===== src/rtl/pow_pipe.sv =====
// pow_pipe: pipelined y = a^EXP mod 2^OUT_WIDTH with valid/ready on both sides.
// Optional sticky overflow flag on out_ovf when POW_PIPE_OVF_EN is defined.
module pow_pipe #(
    parameter int WIDTH     = 32,
    parameter int EXP       = 4,
    parameter int OUT_WIDTH = 32
) (
    input  logic                 clk,
    input  logic                 rst,
    input  logic                 in_valid,
    output logic                 in_ready,
    input  logic [WIDTH-1:0]     a,
    output logic                 out_valid,
    input  logic                 out_ready,
    output logic [OUT_WIDTH-1:0] y
`ifdef POW_PIPE_OVF_EN
    ,
    output logic                 out_ovf
`endif
);

`ifdef POW_PIPE_OVF_EN
    // Full-width products so the bits above OUT_WIDTH reveal overflow.
    localparam int PW = OUT_WIDTH + WIDTH;
`else
    // Only the retained low bits of each product are ever needed.
    localparam int PW = OUT_WIDTH;
`endif

    logic                 adv;
    logic [EXP-1:0]       vld_q;
    logic [OUT_WIDTH-1:0] acc_q [EXP];

    // The whole pipe moves as one unit: shift unless the output is held.
    assign adv       = ~vld_q[EXP-1] | out_ready;
    assign in_ready  = adv;
    assign out_valid = vld_q[EXP-1];
    assign y         = acc_q[EXP-1];

`ifdef POW_PIPE_OVF_EN
    logic [EXP-1:0] ovf_q;
    logic           ovf1;

    // Operand bits that do not fit in the result width already overflow.
    assign ovf1    = ((PW'(a) >> OUT_WIDTH) != '0);
    assign out_ovf = ovf_q[EXP-1];
`endif

    generate
        if (EXP > 1) begin : g_deep
            logic [WIDTH-1:0] base_q [EXP-1];
            logic [PW-1:0]    prod   [EXP-1];

            // One multiply per stage boundary: acc_k * base_k.
            always_comb begin
                for (int k = 0; k < EXP - 1; k++) begin
                    prod[k] = PW'(acc_q[k]) * PW'(base_q[k]);
                end
            end

            // Stage registers: shift on adv, hold otherwise.
            always_ff @(posedge clk) begin
                if (rst) begin
                    vld_q <= '0;
                    for (int k = 0; k < EXP; k++) begin
                        acc_q[k] <= '0;
                    end
                    for (int k = 0; k < EXP - 1; k++) begin
                        base_q[k] <= '0;
                    end
`ifdef POW_PIPE_OVF_EN
                    ovf_q <= '0;
`endif
                end else if (adv) begin
                    vld_q     <= {vld_q[EXP-2:0], in_valid};
                    acc_q[0]  <= OUT_WIDTH'(a);
                    base_q[0] <= a;
                    for (int k = 1; k < EXP; k++) begin
                        acc_q[k] <= prod[k-1][OUT_WIDTH-1:0];
                    end
                    for (int k = 1; k < EXP - 1; k++) begin
                        base_q[k] <= base_q[k-1];
                    end
`ifdef POW_PIPE_OVF_EN
                    ovf_q[0] <= ovf1;
                    for (int k = 1; k < EXP; k++) begin
                        ovf_q[k] <= ovf_q[k-1]
                                  | (prod[k-1][PW-1:OUT_WIDTH] != '0);
                    end
`endif
                end
            end
        end else begin : g_single
            // Single stage: the result is the operand itself, resized.
            always_ff @(posedge clk) begin
                if (rst) begin
                    vld_q    <= '0;
                    acc_q[0] <= '0;
`ifdef POW_PIPE_OVF_EN
                    ovf_q    <= '0;
`endif
                end else if (adv) begin
                    vld_q[0] <= in_valid;
                    acc_q[0] <= OUT_WIDTH'(a);
`ifdef POW_PIPE_OVF_EN
                    ovf_q[0] <= ovf1;
`endif
                end
            end
        end
    endgenerate

endmodule


===== config.mk =====
export PLATFORM = sky130hd
export DESIGN_NAME = pow_pipe
export DESIGN_NICKNAME = d
export VERILOG_FILES = /design/src/rtl/pow_pipe.sv
export SDC_FILE = /design/constraint.sdc
export NUM_CORES = 2
export LEC_CHECK = 0
export BUFFER_PORTS_ARGS = -buffer_cell sky130_fd_sc_hd__buf_2
export CAP_MARGIN = 20
export CORE_ASPECT_RATIO = 2
export CORE_MARGIN = 2
export CORE_UTILIZATION = 32
export DETAILED_ROUTE_END_ITERATION = 8
export HOLD_SLACK_MARGIN = 0.03
export PLACE_DENSITY = 0.54
export SETUP_SLACK_MARGIN = 0.2
export SKIP_CTS_REPAIR_TIMING = 1
export SLEW_MARGIN = 10
export SYNTH_ARGS = -nofsm -noshare
export SYNTH_HDL_FRONTEND = slang
export SYNTH_SLANG_ARGS = --single-unit

===== constraint.sdc =====
create_clock -name clk -period 11.15 [get_ports clk]
set_input_delay 2.7875 -clock clk [delete_from_list [all_inputs] [get_ports clk]]
set_output_delay 2.7875 -clock clk [all_outputs]
set_load 0.005 [all_outputs]

Yosys cells after proc, flatten, opt, wreduce, memory -nomap -nowiden

Memory sizes are Yosys's and may differ from the RTL's.
Cells that the tools add are included.

Reductions and logical operators: 0
Add/subtract/negate cells: 0
Shifts and indexed selects: 0
Bitwise operators: 9
Div/mod/pow operators: 0
Multipliers: 3
Magnitude comparators: 0
Mux-type cells: 12
Equal/unequal tests: 0

Operators with widths:

| kind                                           | count |
|---|---|
| 32-bit two-way mux                             | 7 |
| 32-bit by 32-bit multiplier with 32-bit output | 3 |
| 1-bit bitwise OR                               | 8 |
| 1-bit two-way mux                              | 5 |
| 1-bit NOT                                      | 1 |

Memories: 2
Input bits: 36
RAM bits: 224
Latch bits: 0
Bits in registers: 4
ROM bits: 0
Output and inout port bits: 34
Word-level logic and storage cells: 27

Memory list:

| memory        | depth | bits a word | read ports | clocked after Yosys merged registers in | write ports | RTL line | RTL |
|---|---|---|---|---|---|---|---|
| acc_q         | 4     | 32          | 4          | 0                                       | 4           | 32       | `logic [OUT_WIDTH-1:0] acc_q [EXP];` |
| g_deep.base_q | 3     | 32          | 3          | 0                                       | 3           | 51       | `logic [WIDTH-1:0] base_q [EXP-1];` |

Logic depth before layout (Yosys ltp)

Word-level depth: 6
Gate-level depth with buffers: 27
Gate-level depth less buffers: 25

Worst setup path after synthesis

OpenSTA, ideal clock, no wires.

Kind: input to register
Start: input port rst
End: memory acc_q[3][4], in the netlist acc_q[0][100] (enable)
Library setup time: 0.583 ns
Buffers on the path: 1
Stages: 2
Data required time: 10.567 ns
Arrival time: 7.596 ns
Setup slack: 2.971 ns
Path through: clkbuf_1 > nand2b_1

RTL lines:

| what            | RTL line | RTL |
|---|---|---|
| start, declared | 9        | `input logic rst,` |
| end, declared   | 32       |  |

==> qor.csv <==
stage,metric,value,unit
global_route,met3 usage,0.01777,
die,Die Wd,287.4,um
logic_synthesis,Cell variety after synth,75,
placement,placed cell count,7283,
global_route,vias in the first global route,40710,
logic_synthesis,list of most frequent post-synthesis cells,"inv_1, fa_1, and2_1",
logic_synthesis,flop and latch count out of synthesis,193,
critical_path,slowest cell on the critical path,edfxtp_1,
worst_hold_path,Worst Hold End,vld_q[1]$_SDFFE_PP0P_,
routing,WL/cell,21.21,um
critical_path,R2R Setup Slk,3380,ps
global_route,GRT Resource Usage Total,0.1969,
critical_path,CP max FO,26,
die,overall die height,570.8,um
sta,post-layout min period,7770,ps
critical_path,Critical path buffers and inverters,4,
critical_path,"CP delay by family, top",adder cells,
routing,vias after detailed routing,35000,
routing,antenna-violating nets left,0,
critical_path,Worst EP required,11440,ps
final_layout,share of cells above drive strength 1,0.03815,
sta,Final Hold Vio Count,0,
logic_synthesis,cell area after synthesis,51400,um^2
die,site row count,208,
status,status,completed,
die,area of the core,160100,um^2
power,Static Leak,0.02694,uW
sta,setup violators final,0,
critical_path,Worst Setup End Kind,flop,
logic_synthesis,leading area contributor after synthesis,fa_1,
routing,WL final,155200,um
placement,I/O Buffers,69,
critical_path,total stage count of the critical path,22,
placement,Final HPWL DP,127700,um
critical_path,reg-to-reg startpoint,g_deep.base_q[0][38]$_SDFFCE_PN0P_,
critical_path,path type of the worst setup path,flop to flop,
final_layout,Synth-to-Final Area Change,5.871,%
logic_synthesis,register area share after synthesis,0.1120,
sta,fmax,128.7,MHz
routing,routed vias/inst,4.782,
worst_hold_path,HP Class,flop to flop,
logic_synthesis,Post-synth ARST share,0,
sta,Rel. slew slack,0.2245,
flow_run,MaxCap Viol Count,0,
placement,GPL Wtd Cong,0.8964,
critical_path,CP startpoint kind,flop,
critical_path,"Largest stage delay, worst path",1130,ps
logic_synthesis,Post-synth EDFFs,189,
final_layout,FILL cells,16530,
sta,setup_tns,0,ps
critical_path,WP data arrival,8060,ps
routing,DRT Pass-1 Iters,7,
logic_synthesis,Synth Flop Type,edfxtp_1,
clock_network,CTS Sinks,193,
global_route,GR Util met2,0.3996,
logic_synthesis,Synth top area share,0.4549,
sta,post-route setup slack,3380,ps
sta,Worst Skew,22.37,ps
placement,Post-Place Worst Slack,3342,ps
routing,# DRC,0,
clock_network,CTS buffer count,17,
global_route,grt total ovfl,0,
final_layout,post-route insts no fill,7318,
sta,Slew Limit Fails,0,
power,pwr/cell area,136.8,nW/um^2
critical_path,RR Endpoint,acc_q[0][95]$_SDFFCE_PN0P_,
global_route,largest net degree at the start of global routing,77,
final_layout,Final #Nets,6785,
sta,crit share post-route,0.6969,
global_route,first-pass GRT wire length,236700,um
logic_synthesis,synthesized area per cell,9.687,um^2
die,full die area,164000,um^2
power,total power,7446,uW
logic_synthesis,Synth Instances,5306,
logic_synthesis,Syn. warnings,0,
sta,Tightest Pin Transition,1163,ps
die,initial core utilization,0.3211,
clock_network,Max clock buf depth,2,
clock_network,Clock transition at path regs,90,ps
global_route,met1 usage,0.1687,
critical_path,crit-path cells,and2_1 -> fa_1 -> fa_1 -> inv_1 -> fa_1 -> fa_1 -> inv_1 -> fa_1 -> fa_1 -> inv_1 -> fa_1 -> inv_1 -> fa_1 -> ha_1 -> or2_2 -> a21oi_1 -> a31oi_1 -> a31oi_1 -> a31oi_1 -> o41ai_1 -> xor2_1 -> nor2_1,
clock_network,CTS tree,built,
clock_network,Root Driver,clkbuf_16,
critical_path,"most used cell, CP",fa_1,
worst_hold_path,hold depth,2,
logic_synthesis,"top cells by area, synth","fa_1, edfxtp_1, and2_1",
final_layout,fin util,0.3400,
global_route,initial antenna violation count,2,
critical_path,Reg2Reg Depth,22,
global_route,Most Crowded Layer GR,met2,
routing,number of DRC markers in iteration 0,1310,
clock_network,worst skew pair latency,560,ps
sta,RSZ-0062 raised after global routing,false,
logic_synthesis,most frequent cell after synthesis,inv_1,
worst_hold_path,Hold Startpoint,vld_q[1]$_SDFFE_PP0P_,
clock_network,H-tree depth,4,
power,Max rail drop VDD,200.4,uV
die,I/O pin cnt,70,
==> cell families (layout without fill, tap and decap cells) <==
family / count (synthesis) / after routing / share of synthesized area
AO/OA/AOI/OAI: 254 / 254 / 0.03374
XOR/XNOR: 203 / 203 / 0.03513
adder cells (fa/ha/maj): 1546 / 1546 / 0.5469
buffers and inverters: 1491 / 1384 / 0.1116
flip-flops: 193 / 193 / 0.1120
multiplexers: 3 / 3 / 0.0005842
other: 2 / 21 / 0.0001461
AND/OR/NAND/NOR: 1614 / 1614 / 0.1599
==> cell type report <==
| type | instances | area, um^2 | share of cell area |
|---|---|---|---|
| Multi-Input combinational cell | 3639 | 39990 | 0.7349 |
| Sequential cell | 193 | 5756 | 0.1058 |
| Inverter | 1215 | 4561 | 0.08381 |
| Tap cell | 2100 | 2628 | 0.04828 |
| Timing Repair Buffer | 137 | 863.3 | 0.01586 |
| Clock buffer | 17 | 425.4 | 0.007818 |
| Clock inverter | 15 | 187.7 | 0.003449 |
| Antenna cell | 2 | 5.005 | 0.00009197 |
==> power breakdown <==
group | leakage, uW | internal (uW) | switching [uW]
Sequential | 0.00227 | 996 | 302
Combinational | 0.0244 | 2140 | 3300
Clock | 0.000292 | 322 | 385
==> tightest hold or removal path, cell delays in order, from the launching register on <==
cell and delay (ps):
dfxtp_1 310, nand2_1 50, a21oi_1 50
==> sequential cells by signal, indices dropped and copies added, names as in the netlist <==
register	flops
acc_q	93
g_deep.base_q	96
vld_q	4
==> stage by stage <==
stage	hold slack [ps]	instance area [um^2]
2_1_floorplan	432.1	51460
3_3_place_gp	442.4	53780
3_5_place_dp	448.0	53780
4_1_cts	459.9	54400
5_1_grt	489.4	54410
6_report	455.7	54420
==> routing by layer <==
| layer | share of wire | vias to the layer above |
|---|---|---|
| met3 | 0.025 | 507 |
| met5 | 0 | - |
| li1 | - | 15290 |
| met4 | 0.095 | 0 |
| met1 | 0.29 | 18320 |
| met2 | 0.59 | 879 |
==> worst max-delay path by stage <==
stage	startpoint	endpoint	slack, ps
3_3_place_gp	g_deep.base_q[0][12]$_SDFFCE_PN0P_	acc_q[0][63]$_SDFFCE_PN0P_	3520
4_1_cts	g_deep.base_q[0][37]$_SDFFCE_PN0P_	acc_q[0][95]$_SDFFCE_PN0P_	3310
2_1_floorplan	rst	acc_q[0][100]$_SDFFCE_PN0P_	2970
3_5_place_dp	g_deep.base_q[0][37]$_SDFFCE_PN0P_	acc_q[0][95]$_SDFFCE_PN0P_	3340
6_report	g_deep.base_q[0][38]$_SDFFCE_PN0P_	acc_q[0][95]$_SDFFCE_PN0P_	3380
5_1_grt	g_deep.base_q[0][40]$_SDFFCE_PN0P_	acc_q[0][95]$_SDFFCE_PN0P_	3030
==> layout by cell type (no fill, tap or decap), types with 32 or more instances in the layout <==
master	instances
ha_1	378
xnor2_1	136
and2_1	766
fa_1	1168
buf_2	69
buf_4	67
nand2_1	630
o21ai_0	32
a21oi_1	68
xor2_1	65
inv_1	1215
nor2_1	113
edfxtp_1	189
(Power assumes the default switching activity.)
